$ cat src/rtl/dual_lane_rr_arbiter_pkg.sv
// Shared types and helpers for the dual-lane round-robin arbiter.
package dual_lane_rr_arbiter_pkg;

    // Per-lane ownership state
    typedef enum logic {
        IDLE = 1'b0,
        BUSY = 1'b1
    } lane_state_t;

    localparam int NUM_LANES = 2;

    // Width of the round-robin pointer; never narrower than one bit
    function automatic int ptr_width(input int width);
        return (width > 1) ? $clog2(width) : 1;
    endfunction

endpackage

$ cat src/rtl/first_two_set_bits.sv
// Combinational finder for the lowest and second-lowest set bits of a vector,
// each returned as a one-hot vector (zero when that bit does not exist).
module first_two_set_bits #(
    parameter int WIDTH = 12
) (
    input  logic [WIDTH-1:0] vec,
    output logic [WIDTH-1:0] first_o,
    output logic [WIDTH-1:0] second_o
);

    logic found_first;
    logic found_second;

    // Scan from LSB, marking the first two set bits encountered
    always_comb begin
        first_o      = '0;
        second_o     = '0;
        found_first  = 1'b0;
        found_second = 1'b0;
        for (int i = 0; i < WIDTH; i++) begin
            if (vec[i]) begin
                if (!found_first) begin
                    first_o[i]  = 1'b1;
                    found_first = 1'b1;
                end else if (!found_second) begin
                    second_o[i]  = 1'b1;
                    found_second = 1'b1;
                end
            end
        end
    end

endmodule

$ cat src/rtl/dual_lane_rr_arbiter.sv
// Round-robin arbiter sharing two resource lanes among WIDTH requesters,
// issuing up to two new grants per cycle. A lane is held until its done pulse.
module dual_lane_rr_arbiter
    import dual_lane_rr_arbiter_pkg::*;
#(
    parameter int WIDTH = 12
) (
    input  logic                        clk_i,
    input  logic                        rst_ni,
    input  logic [WIDTH-1:0]            req_i,
    input  logic [NUM_LANES-1:0]        done_i,
    output logic [WIDTH-1:0]            gnt0_o,
    output logic [WIDTH-1:0]            gnt1_o,
    output logic [NUM_LANES-1:0]        busy_o,
    output logic [ptr_width(WIDTH)-1:0] ptr_o
);

    localparam int PW = ptr_width(WIDTH);

    lane_state_t      state_q  [NUM_LANES];
    lane_state_t      state_d  [NUM_LANES];
    logic [WIDTH-1:0] owner_q  [NUM_LANES];
    logic [WIDTH-1:0] owner_d  [NUM_LANES];
    logic [WIDTH-1:0] lane_gnt [NUM_LANES];
    logic [PW-1:0]    ptr_q;
    logic [PW-1:0]    ptr_d;
    logic [PW-1:0]    last_idx;

    logic [WIDTH-1:0] eligible;
    logic [WIDTH-1:0] rot;
    logic [WIDTH-1:0] first_rot;
    logic [WIDTH-1:0] second_rot;
    logic [WIDTH-1:0] cand1;
    logic [WIDTH-1:0] cand2;
    logic [WIDTH-1:0] last_gnt;

    // Owner registers are zero whenever a lane is idle, so masking by them
    // excludes exactly the current owners, including ones releasing this cycle.
    assign eligible = req_i & ~owner_q[0] & ~owner_q[1];

    // Rotate right by the pointer so the pointer position becomes bit 0
    assign rot = WIDTH'({eligible, eligible} >> ptr_q);

    first_two_set_bits #(
        .WIDTH(WIDTH)
    ) u_first_two (
        .vec     (rot),
        .first_o (first_rot),
        .second_o(second_rot)
    );

    // Rotate candidates back to absolute requester indices
    assign cand1 = WIDTH'(({first_rot, first_rot} << ptr_q) >> WIDTH);
    assign cand2 = WIDTH'(({second_rot, second_rot} << ptr_q) >> WIDTH);

    // Hand candidates to lanes that were idle at the start of the cycle
    always_comb begin
        lane_gnt[0] = '0;
        lane_gnt[1] = '0;
        last_gnt    = '0;
        if (state_q[0] == IDLE && state_q[1] == IDLE) begin
            lane_gnt[0] = cand1;
            lane_gnt[1] = cand2;
            last_gnt    = (|cand2) ? cand2 : cand1;
        end else if (state_q[0] == IDLE) begin
            lane_gnt[0] = cand1;
            last_gnt    = cand1;
        end else if (state_q[1] == IDLE) begin
            lane_gnt[1] = cand1;
            last_gnt    = cand1;
        end
    end

    // Advance the pointer just past the last granted candidate
    always_comb begin
        last_idx = '0;
        for (int i = 0; i < WIDTH; i++) begin
            if (last_gnt[i]) begin
                last_idx = PW'(i);
            end
        end
        ptr_d = ptr_q;
        if (|last_gnt) begin
            ptr_d = (last_idx == PW'(WIDTH - 1)) ? '0 : last_idx + PW'(1);
        end
    end

    // Lane FSM next state: grants only into idle lanes, done only frees busy lanes
    always_comb begin
        for (int l = 0; l < NUM_LANES; l++) begin
            state_d[l] = state_q[l];
            owner_d[l] = owner_q[l];
            case (state_q[l])
                IDLE: begin
                    if (|lane_gnt[l]) begin
                        state_d[l] = BUSY;
                        owner_d[l] = lane_gnt[l];
                    end
                end
                BUSY: begin
                    if (done_i[l]) begin
                        state_d[l] = IDLE;
                        owner_d[l] = '0;
                    end
                end
                default: begin
                    state_d[l] = IDLE;
                    owner_d[l] = '0;
                end
            endcase
        end
    end

    // State, owner and pointer registers with asynchronous clear
    always_ff @(posedge clk_i or negedge rst_ni) begin
        if (!rst_ni) begin
            for (int l = 0; l < NUM_LANES; l++) begin
                state_q[l] <= IDLE;
                owner_q[l] <= '0;
            end
            ptr_q <= '0;
        end else begin
            for (int l = 0; l < NUM_LANES; l++) begin
                state_q[l] <= state_d[l];
                owner_q[l] <= owner_d[l];
            end
            ptr_q <= ptr_d;
        end
    end

    assign gnt0_o    = (state_q[0] == BUSY) ? owner_q[0] : '0;
    assign gnt1_o    = (state_q[1] == BUSY) ? owner_q[1] : '0;
    assign busy_o[0] = (state_q[0] == BUSY);
    assign busy_o[1] = (state_q[1] == BUSY);
    assign ptr_o     = ptr_q;

endmodule

$ cat config.mk
export PLATFORM = sky130hd
export DESIGN_NAME = dual_lane_rr_arbiter
export DESIGN_NICKNAME = d
export VERILOG_FILES = /design/src/rtl/dual_lane_rr_arbiter_pkg.sv /design/src/rtl/first_two_set_bits.sv /design/src/rtl/dual_lane_rr_arbiter.sv
export SDC_FILE = /design/constraint.sdc
export NUM_CORES = 1
export LEC_CHECK = 0
export CAP_MARGIN = 40
export CORE_UTILIZATION = 30
export DETAILED_ROUTE_END_ITERATION = 8
export PLACE_DENSITY = 0.53
export SKIP_CTS_REPAIR_TIMING = 1
export SLEW_MARGIN = 20
export SYNTH_ARGS = -nofsm -noshare
export SYNTH_HDL_FRONTEND = slang
export SYNTH_SLANG_ARGS = --single-unit
export TNS_END_PERCENT = 30
$ cat constraint.sdc
create_clock -name clk_i -period 12.9 [get_ports clk_i]
set_input_delay 2.58 -clock clk_i [delete_from_list [all_inputs] [get_ports clk_i]]
set_output_delay 2.58 -clock clk_i [all_outputs]
set_load 0.01 [all_outputs]
==> results of run 1 <==
-- cells in the mapped netlist, types with 5 or more instances --
master     count  share of area
ha_1           5          0.010
mux4_2         6          0.022
nor2b_1        5         0.0052
mux2_2         9          0.017
a21oi_1       38          0.031
dfrtp_1       30           0.12
a2bb2oi_1      6         0.0087
nand4_1       12          0.012
nor4b_2        7          0.017
buf_1         10         0.0062
clkbuf_1      35          0.022
nor2_1        60          0.037
a211o_1       13          0.019
buf_2         12         0.0099
a21o_1        21          0.026
a31oi_1        9         0.0093
o21a_1         7         0.0087
nand3_1       25          0.021
a22oi_1        5         0.0062
nor3_1        49          0.041
a22o_1         5         0.0072
nor4b_1        9          0.013
o211ai_1      10          0.012
or3_1          7         0.0072
nor3b_1       13          0.016
nor4_1         7         0.0072
and3_1        12          0.012
inv_1         13         0.0081
and4bb_2       5          0.010
a211oi_1      31          0.038
or4_1          5         0.0062
o31ai_1       10          0.012
and2_1        36          0.037
a221o_1        6         0.0099
nand2b_1       6         0.0062
nor4bb_1       6         0.0099
mux2i_1       22          0.036
o21ai_0       41          0.034
nand2_1       82          0.051
-- layout make-up --
class	instances	area, sq um	area share
multi-input combinational	703	4930	0.724
tap	265	332	0.0487
inverter	16	60.1	0.00882
clock buffer	6	139	0.0204
sequential	30	754	0.111
timing repair buffer	64	582	0.0854
clock inverter	2	12.5	0.00184
-- worst max-delay path: cells and delay by family --
kind / cells / cell delay (ns)
AO/OA/AOI/OAI: 10 / 2.79
adder cells (fa/ha/maj): 1 / 0.37
buffers and inverters: 3 / 1.01
AND/OR/NAND/NOR: 10 / 2.53
-- per-stage QoR --
stage | hold WS, ns | std cells
after floorplan | 0.494 | 812
after global placement | 0.473 | 1071
after detailed placement | 0.482 | 1077
after CTS | 0.494 | 1085
after global routing | 0.517 | 1086
final | 0.487 | 1086
-- worst min path at each step --
stage	start	to	slack [ns]	depth (start not counted)
finish	ptr_o[3]$_DFFE_PN0P_	ptr_o[3]$_DFFE_PN0P_	0.49	1
global route	ptr_o[3]$_DFFE_PN0P_	ptr_o[3]$_DFFE_PN0P_	0.52	1
CTS	ptr_o[3]$_DFFE_PN0P_	ptr_o[3]$_DFFE_PN0P_	0.49	1
global placement	ptr_o[3]$_DFFE_PN0P_	ptr_o[3]$_DFFE_PN0P_	0.47	1
floorplan	owner_q[1]$_DFFE_PN0P_	owner_q[1]$_DFFE_PN0P_	0.49	2
detailed placement	ptr_o[3]$_DFFE_PN0P_	ptr_o[3]$_DFFE_PN0P_	0.48	1
-- state kept, by name, summed over array words and instances, names as in the netlist --
| name | count |
|---|---|
| busy_o | 2 |
| owner_q | 24 |
| ptr_o | 4 |
-- layer usage --
metal,global-route usage,vias up,share of wire
met3,0.0227,52,0.072
li1,-,3203,-
met5,0,-,0
met1,0.339,3348,0.44
met2,0.379,352,0.46
met4,0.0655,0,0.027
-- logic make-up after synthesis --
family / count (synthesis) / share of synthesized area
and+or+nand+nor: 378 / 0.370
AOI/OAI and AO/OA: 278 / 0.350
buffers and inverters: 79 / 0.0604
muxes: 40 / 0.0822
DFF: 30 / 0.124
adders and majority gates: 6 / 0.0120
xor gates and xnor gates: 1 / 0.00145
==> impl_metrics.env, run 1 <==
export IMPL_status="completed"
export IMPL_fin_crit_sh=0.705
export IMPL_final_nets=841
export IMPL_initial_core_util=0.309
export IMPL_ys_ff_latch=30
export IMPL_crit_slowest_cell="a2111oi_0"
export IMPL_postRouteAntennaNets=0
export IMPL_final_common_cell="nand2_1"
export IMPL_max_cap_violations=0
export IMPL_clock_skew_ns=0.00323
export IMPL_diodes=0
export IMPL_critPathLaunchType="primary input"
export IMPL_min_path_type="flop to flop"
export IMPL_synth_cell_types=107
export IMPL_tritoncts="built"
export IMPL_syn_cell_area_sq_um=6050
export IMPL_gp_congestion=0.914
export IMPL_grt_max_degree=62
export IMPL_relSlewSlack=0.377
export IMPL_wl_per_cell_um=22.5
export IMPL_grt_pass1_wl_um=38100
export IMPL_numPortBuffers=45
export IMPL_drc=0
export IMPL_rrSetupSlack_ns=5.04
export IMPL_die_width_um=144
export IMPL_avgSynthCellArea_sq_um=7.45
export IMPL_ff2ff_path_depth=22
export IMPL_synth_flop_cell="dfrtp_1"
export IMPL_clock_root_buffer="clkbuf_16"
export IMPL_path_max_fanout=15
export IMPL_synth_edf_count=0
export IMPL_drt_wl_total_um=24500
export IMPL_placed_area_sq_um=6650
export IMPL_worst_pin_slew_ns=0.924
export IMPL_die_area_sq_um=20700
export IMPL_post_place_ws_ns=3.71
export IMPL_vias=6955
export IMPL_clkSinkCount=30
export IMPL_placementRows=51
export IMPL_ys_seq_area_frac=0.124
export IMPL_final_area_sq_um=6810
export IMPL_via_per_inst=6.40
export IMPL_cp_required_ns=13.09
export IMPL_overflow=0
export IMPL_final_util=0.348
export IMPL_core_sq_um=19600
export IMPL_ys_warn_count=0
export IMPL_dr_pass1_iters=5
export IMPL_areaGrowthSynthToFinish_pct=12.6
export IMPL_fmax_mhz=110
export IMPL_min_period_ns=9.10
export IMPL_endpoint_kind="flop"
export IMPL_drive_gt1_frac=0.117
export IMPL_setup_slack_ns=3.80
export IMPL_io_pins=46
export IMPL_antenna_found_initial=0
export IMPL_final_max_slew_viol_count=0
export IMPL_r2r_start="ptr_o[1]$_DFFE_PN0P_"
export IMPL_syn_num_nets=833
export IMPL_ys_async_sr_fraction=1.00
export IMPL_dp_hpwl_um=18300
export IMPL_die_h_um=144
export IMPL_grtUsageTotal=0.238
export IMPL_grt_pass1_vias=6355
export IMPL_hold_viol=0
export IMPL_cts_buffer_depth=2
export IMPL_fill_cells=2129
export IMPL_r2r_end="owner_q[6]$_DFFE_PN0P_"
export IMPL_critPathLaunch="req_i[4]"
export IMPL_rsz0062_at_grt="no"
export IMPL_netlist_instances=812
export IMPL_critical_path_arrival_ns=9.29
export IMPL_fin_setup_tns_ns=0
export IMPL_layout_common_cells="nand2_1 (82), nor2_1 (60), nor3_1 (49)"
export IMPL_cts_buffers=5
export IMPL_clk_pin_slew_worst_paths_ns=0.06
export IMPL_slowest_delay_ns=0.75
export IMPL_htree_num_levels=2
export IMPL_path_class="primary input to flop"
export IMPL_drtIter0Drc=874
export IMPL_finalSetupViolCount=0
export IMPL_crit_end="owner_q[6]$_DFFE_PN0P_"
export IMPL_clkLatencyLatePin_ns=0.28
export IMPL_crit_chain="clkdlybuf4s50_1 > nor4b_4 > nor3_1 > nor2_1 > a21oi_1 > or2_2 > ha_1 > inv_1 > nor2_1 > o41ai_1 > a211o_1 > nand3_1 > a32oi_1 > o31ai_1 > a21oi_1 > and3_1 > a32oi_2 > a2111oi_0 > nand4_1 > nor4b_1 > o21bai_1 > buf_4 > nand2_1 > o211ai_1"
Power of run 1 is left out: the tool's default activity adds up to more than one toggle a clock period on the data nets, which glitch-free logic cannot reach.
==> run 2: changes to the inputs <==
==> constraint.sdc (replaced) <==
create_clock -name clk_i -period 8.8 [get_ports clk_i]
set_input_delay 1.76 -clock clk_i [delete_from_list [all_inputs] [get_ports clk_i]]
set_output_delay 1.76 -clock clk_i [all_outputs]
set_load 0.01 [all_outputs]
==> impl_metrics.env, run 2 (synthesized netlist as in run 1, its figures left out) <==
export IMPL_status="completed"
export IMPL_final_common_cell="nand2_1"
export IMPL_fin_setup_tns_ns=0
export IMPL_relSlewSlack=0.395
export IMPL_vias=7031
export IMPL_wl_per_cell_um=22.3
export IMPL_path_max_fanout=15
export IMPL_cts_buffer_depth=2
export IMPL_min_period_ns=8.30
export IMPL_die_h_um=144
export IMPL_die_width_um=144
export IMPL_largest_reg_flops=24
export IMPL_postRouteAntennaNets=0
export IMPL_top_register="owner_q"
export IMPL_initial_core_util=0.309
export IMPL_drive_gt1_frac=0.132
export IMPL_regArea_sq_um=754
export IMPL_core_sq_um=19600
export IMPL_layout_common_cells="nand2_1 (82), nor2_1 (60), nor3_1 (49)"
export IMPL_die_area_sq_um=20700
export IMPL_placementRows=51
export IMPL_endpoint_kind="flop"
export IMPL_clkSinkCount=30
export IMPL_fin_crit_sh=0.943
export IMPL_grt_pass1_wl_um=38300
export IMPL_dr_pass1_iters=6
export IMPL_critPathLaunchType="primary input"
export IMPL_cts_buffers=5
export IMPL_path_class="primary input to flop"
export IMPL_final_nets=855
export IMPL_drt_wl_total_um=24500
export IMPL_cp_required_ns=9.01
export IMPL_multi_input_area_sq_um=4930
export IMPL_areaGrowthSynthToFinish_pct=15.0
export IMPL_min_path_type="flop to flop"
export IMPL_grt_pass1_vias=6509
export IMPL_drtIter0Drc=851
export IMPL_numPortBuffers=45
export IMPL_overflow=0
export IMPL_clock_skew_ns=0.00353
export IMPL_htree_num_levels=2
export IMPL_grtUsageTotal=0.241
export IMPL_fill_cells=2066
export IMPL_final_max_slew_viol_count=0
export IMPL_tritoncts="built"
export IMPL_antenna_found_initial=0
export IMPL_clock_root_buffer="clkbuf_16"
export IMPL_rsz0062_at_grt="no"
export IMPL_grt_max_degree=59
export IMPL_drc=0
export IMPL_finalSetupViolCount=0
export IMPL_diodes=0
export IMPL_hold_viol=0
export IMPL_via_per_inst=6.39
export IMPL_max_cap_violations=0
export IMPL_clkLatencyLatePin_ns=0.28
export IMPL_worst_pin_slew_ns=0.900
export IMPL_fmax_mhz=120
export IMPL_gp_congestion=0.931
export IMPL_clk_pin_slew_worst_paths_ns=0.05
export IMPL_critical_path_arrival_ns=8.51
export IMPL_dp_hpwl_um=18800
export IMPL_io_pins=46
[run 2: cell types whose count changed in the layout (fill, tap and decap cells not counted), sizes merged]
cell      delta
clkinvlp     -1
buf         +15
clkbuf       -2
bufinv       +1
clkinv       +1
[run 2: path summary, 6_finish.rpt]
check | from | endpoint | slack (ns) | cells after the start
setup / recovery | req_i[8] | ptr_o[2]$_DFFE_PN0P_ | 0.50 | 27
hold / removal | owner_q[12]$_DFFE_PN0P_ | owner_q[12]$_DFFE_PN0P_ | 0.56 | 2
setup reg to reg | ptr_o[1]$_DFFE_PN0P_ | ptr_o[2]$_DFFE_PN0P_ | 1.61 | 26
hold reg to reg | owner_q[12]$_DFFE_PN0P_ | owner_q[12]$_DFFE_PN0P_ | 0.56 | 2
max in group asynchronous | rst_ni | ptr_o[1]$_DFFE_PN0P_ | 6.64 | 2
min in group asynchronous | rst_ni | ptr_o[0]$_DFFE_PN0P_ | 1.87 | 2
[run 2: through the flow]
| step | worst slack, ns | hold WS [ns] | cells | area [sq um] | utilization |
|---|---|---|---|---|---|
| 2_1_floorplan | 1.78 | 0.494 | 812 | 6050 | - |
| 3_3_place_gp | 0.563 | 0.548 | 1088 | 6740 | 0.344 |
| 3_5_place_dp | 0.412 | 0.554 | 1092 | 6790 | 0.347 |
| 4_1_cts | 0.668 | 0.567 | 1100 | 6960 | 0.355 |
| 5_1_grt | 0.0368 | 0.588 | 1100 | 6960 | 0.355 |
| 6_report | 0.498 | 0.562 | 1100 | 6960 | 0.355 |
[run 2: final cells by class]
| type | count | area share |
|---|---|---|
| Clock inverter | 3 | 0.00576 |
| Multi-Input combinational cell | 703 | 0.709 |
| Tap cell | 265 | 0.0477 |
| Inverter | 16 | 0.00863 |
| Clock buffer | 5 | 0.0180 |
| Timing Repair Buffer | 78 | 0.103 |
| Sequential cell | 30 | 0.108 |
[run 2: per-layer routing]
metal  vias to the layer above  share of wire  global-route usage
li1                       3230              -                   -
met1                      3368           0.44               0.335
met2                       376           0.45               0.381
met3                        57          0.080              0.0270
met4                         0          0.032              0.0862
met5                         -              0                   0
[run 2: critical path: stages]
cell and delay (ns):
clkdlybuf4s50_1 0.48, nor3b_1 0.53, mux2i_1 0.16, mux4_2 0.52, nand2_1 0.09, o21a_1 0.18
inv_1 0.08, ha_1 0.35, nor3_1 0.22, and4b_1 0.21, nor4_1 0.24, or4b_1 0.51
a211o_1 0.34, nand3_1 0.17, o2111ai_1 0.29, and4b_1 0.33, a32oi_2 0.33, nor4_4 0.12
a21oi_2 0.23, a21oi_4 0.07, a211oi_1 0.37, o21ai_0 0.15, nand2_1 0.09, ha_1 0.19
inv_1 0.06, nor4_1 0.29, o31a_1 0.17
Power of run 2 is left out for the same reason.
==> run 3: changes to the inputs <==
--- a/config.mk
+++ b/config.mk
@@ -6,9 +6,11 @@
 export NUM_CORES = 1
 export LEC_CHECK = 0
 export CAP_MARGIN = 40
+export CELL_PAD_IN_SITES_DETAIL_PLACEMENT = 1
+export CELL_PAD_IN_SITES_GLOBAL_PLACEMENT = 1
 export CORE_UTILIZATION = 30
 export DETAILED_ROUTE_END_ITERATION = 8
-export PLACE_DENSITY = 0.53
+export PLACE_DENSITY = 0.65
 export SKIP_CTS_REPAIR_TIMING = 1
 export SLEW_MARGIN = 20
 export SYNTH_ARGS = -nofsm -noshare
==> impl_metrics.env, run 3 (synthesized netlist as in run 1, its figures left out) <==
export IMPL_grtUsageTotal=0.265
export IMPL_dp_hpwl_um=20300
export IMPL_place_inst=1090
export IMPL_grt_pass1_wl_um=41700
export IMPL_final_common_cell="nand2_1"
export IMPL_drt_wl_total_um=26800
export IMPL_worst_pin_slew_ns=0.836
export IMPL_die_area_sq_um=20700
export IMPL_gp_congestion=0.945
export IMPL_grt_max_degree=59
export IMPL_placementRows=51
export IMPL_rsz0062_at_grt="no"
export IMPL_critical_path_arrival_ns=8.35
export IMPL_postRouteAntennaNets=0
export IMPL_crit_buf_inv=2
export IMPL_io_pins=46
export IMPL_core_sq_um=19600
export IMPL_relSlewSlack=0.437
export IMPL_min_path_type="flop to flop"
export IMPL_clock_root_buffer="clkbuf_16"
export IMPL_cts_buffers=5
export IMPL_areaGrowthSynthToFinish_pct=14.8
export IMPL_drive_gt1_frac=0.133
export IMPL_die_width_um=144
export IMPL_htree_num_levels=2
export IMPL_cts_buffer_depth=2
export IMPL_layout_common_cells="nand2_1 (82), nor2_1 (60), nor3_1 (49)"
export IMPL_fmax_mhz=123
export IMPL_clkLatencyLatePin_ns=0.28
export IMPL_numPortBuffers=45
export IMPL_via_per_inst=6.48
export IMPL_antenna_found_initial=0
export IMPL_fin_setup_tns_ns=0
export IMPL_vias=7128
export IMPL_critPathLaunchType="primary input"
export IMPL_regArea_sq_um=754
export IMPL_max_cap_violations=0
export IMPL_path_delay_family="simple AND/OR/NAND/NOR gates"
export IMPL_drtIter0Drc=599
export IMPL_finalSetupViolCount=0
export IMPL_clock_skew_ns=0.00448
export IMPL_wl_per_cell_um=24.4
export IMPL_hold_viol=0
export IMPL_overflow=0
export IMPL_min_period_ns=8.14
export IMPL_hold_slack_ns=0.585
export IMPL_die_h_um=144
export IMPL_largest_reg_flops=24
export IMPL_slowest_delay_ns=0.53
export IMPL_path_class="primary input to flop"
export IMPL_dr_pass1_iters=6
export IMPL_tritoncts="built"
export IMPL_path_max_fanout=15
export IMPL_final_max_slew_viol_count=0
export IMPL_endpoint_kind="flop"
export IMPL_fin_crit_sh=0.925
export IMPL_top_register="owner_q"
export IMPL_cp_required_ns=9.01
export IMPL_instances_no_fill=1100
export IMPL_clkSinkCount=30
export IMPL_status="completed"
export IMPL_fill_cells=2415
export IMPL_initial_core_util=0.309
export IMPL_clk_pin_slew_worst_paths_ns=0.05
export IMPL_multi_input_area_sq_um=4930
export IMPL_grt_pass1_vias=6928
export IMPL_final_nets=855
export IMPL_drc=0
export IMPL_crit_slowest_cell="or4b_1"
export IMPL_diodes=0
-- run 3: per-stage QoR --
stage	util	worst slack [ns]	cell area, sq um
2_1_floorplan	-	1.78	6050
3_3_place_gp	0.344	0.317	6740
3_5_place_dp	0.345	0.286	6760
4_1_cts	0.353	0.559	6910
5_1_grt	0.354	0.0559	6940
6_report	0.354	0.662	6940
-- run 3: final cells by class --
cell class	count	area share
Clock buffer	6	0.0200
Clock inverter	2	0.00180
Multi-Input combinational cell	703	0.711
Inverter	16	0.00865
Timing Repair Buffer	78	0.102
Sequential cell	30	0.109
Tap cell	265	0.0478
-- run 3: final timing paths --
path / endpoint / slack (ns) / cells after the start / start
setup / recovery: ptr_o[2]$_DFFE_PN0P_ / 0.66 / 27 / req_i[1]
hold / removal: owner_q[14]$_DFFE_PN0P_ / 0.58 / 2 / owner_q[14]$_DFFE_PN0P_
setup reg to reg: ptr_o[2]$_DFFE_PN0P_ / 1.76 / 27 / ptr_o[0]$_DFFE_PN0P_
hold reg to reg: owner_q[14]$_DFFE_PN0P_ / 0.58 / 2 / owner_q[14]$_DFFE_PN0P_
max in group asynchronous: ptr_o[1]$_DFFE_PN0P_ / 6.63 / 2 / rst_ni
min in group asynchronous: ptr_o[0]$_DFFE_PN0P_ / 1.87 / 2 / rst_ni
-- run 3: layer usage --
layer / vias up / GRT usage / share of wire
met5: - / 0 / 0
met4: 0 / 0.0739 / 0.026
met3: 43 / 0.0220 / 0.053
met2: 249 / 0.432 / 0.46
met1: 3603 / 0.370 / 0.46
li1: 3233 / - / -
-- run 3: worst min-delay path, stage by stage (launching register included) --
cell and delay, ns:
dfrtp_1 0.42, nand2_1 0.06, o21ai_0 0.06
Power of run 3 is left out for the same reason.
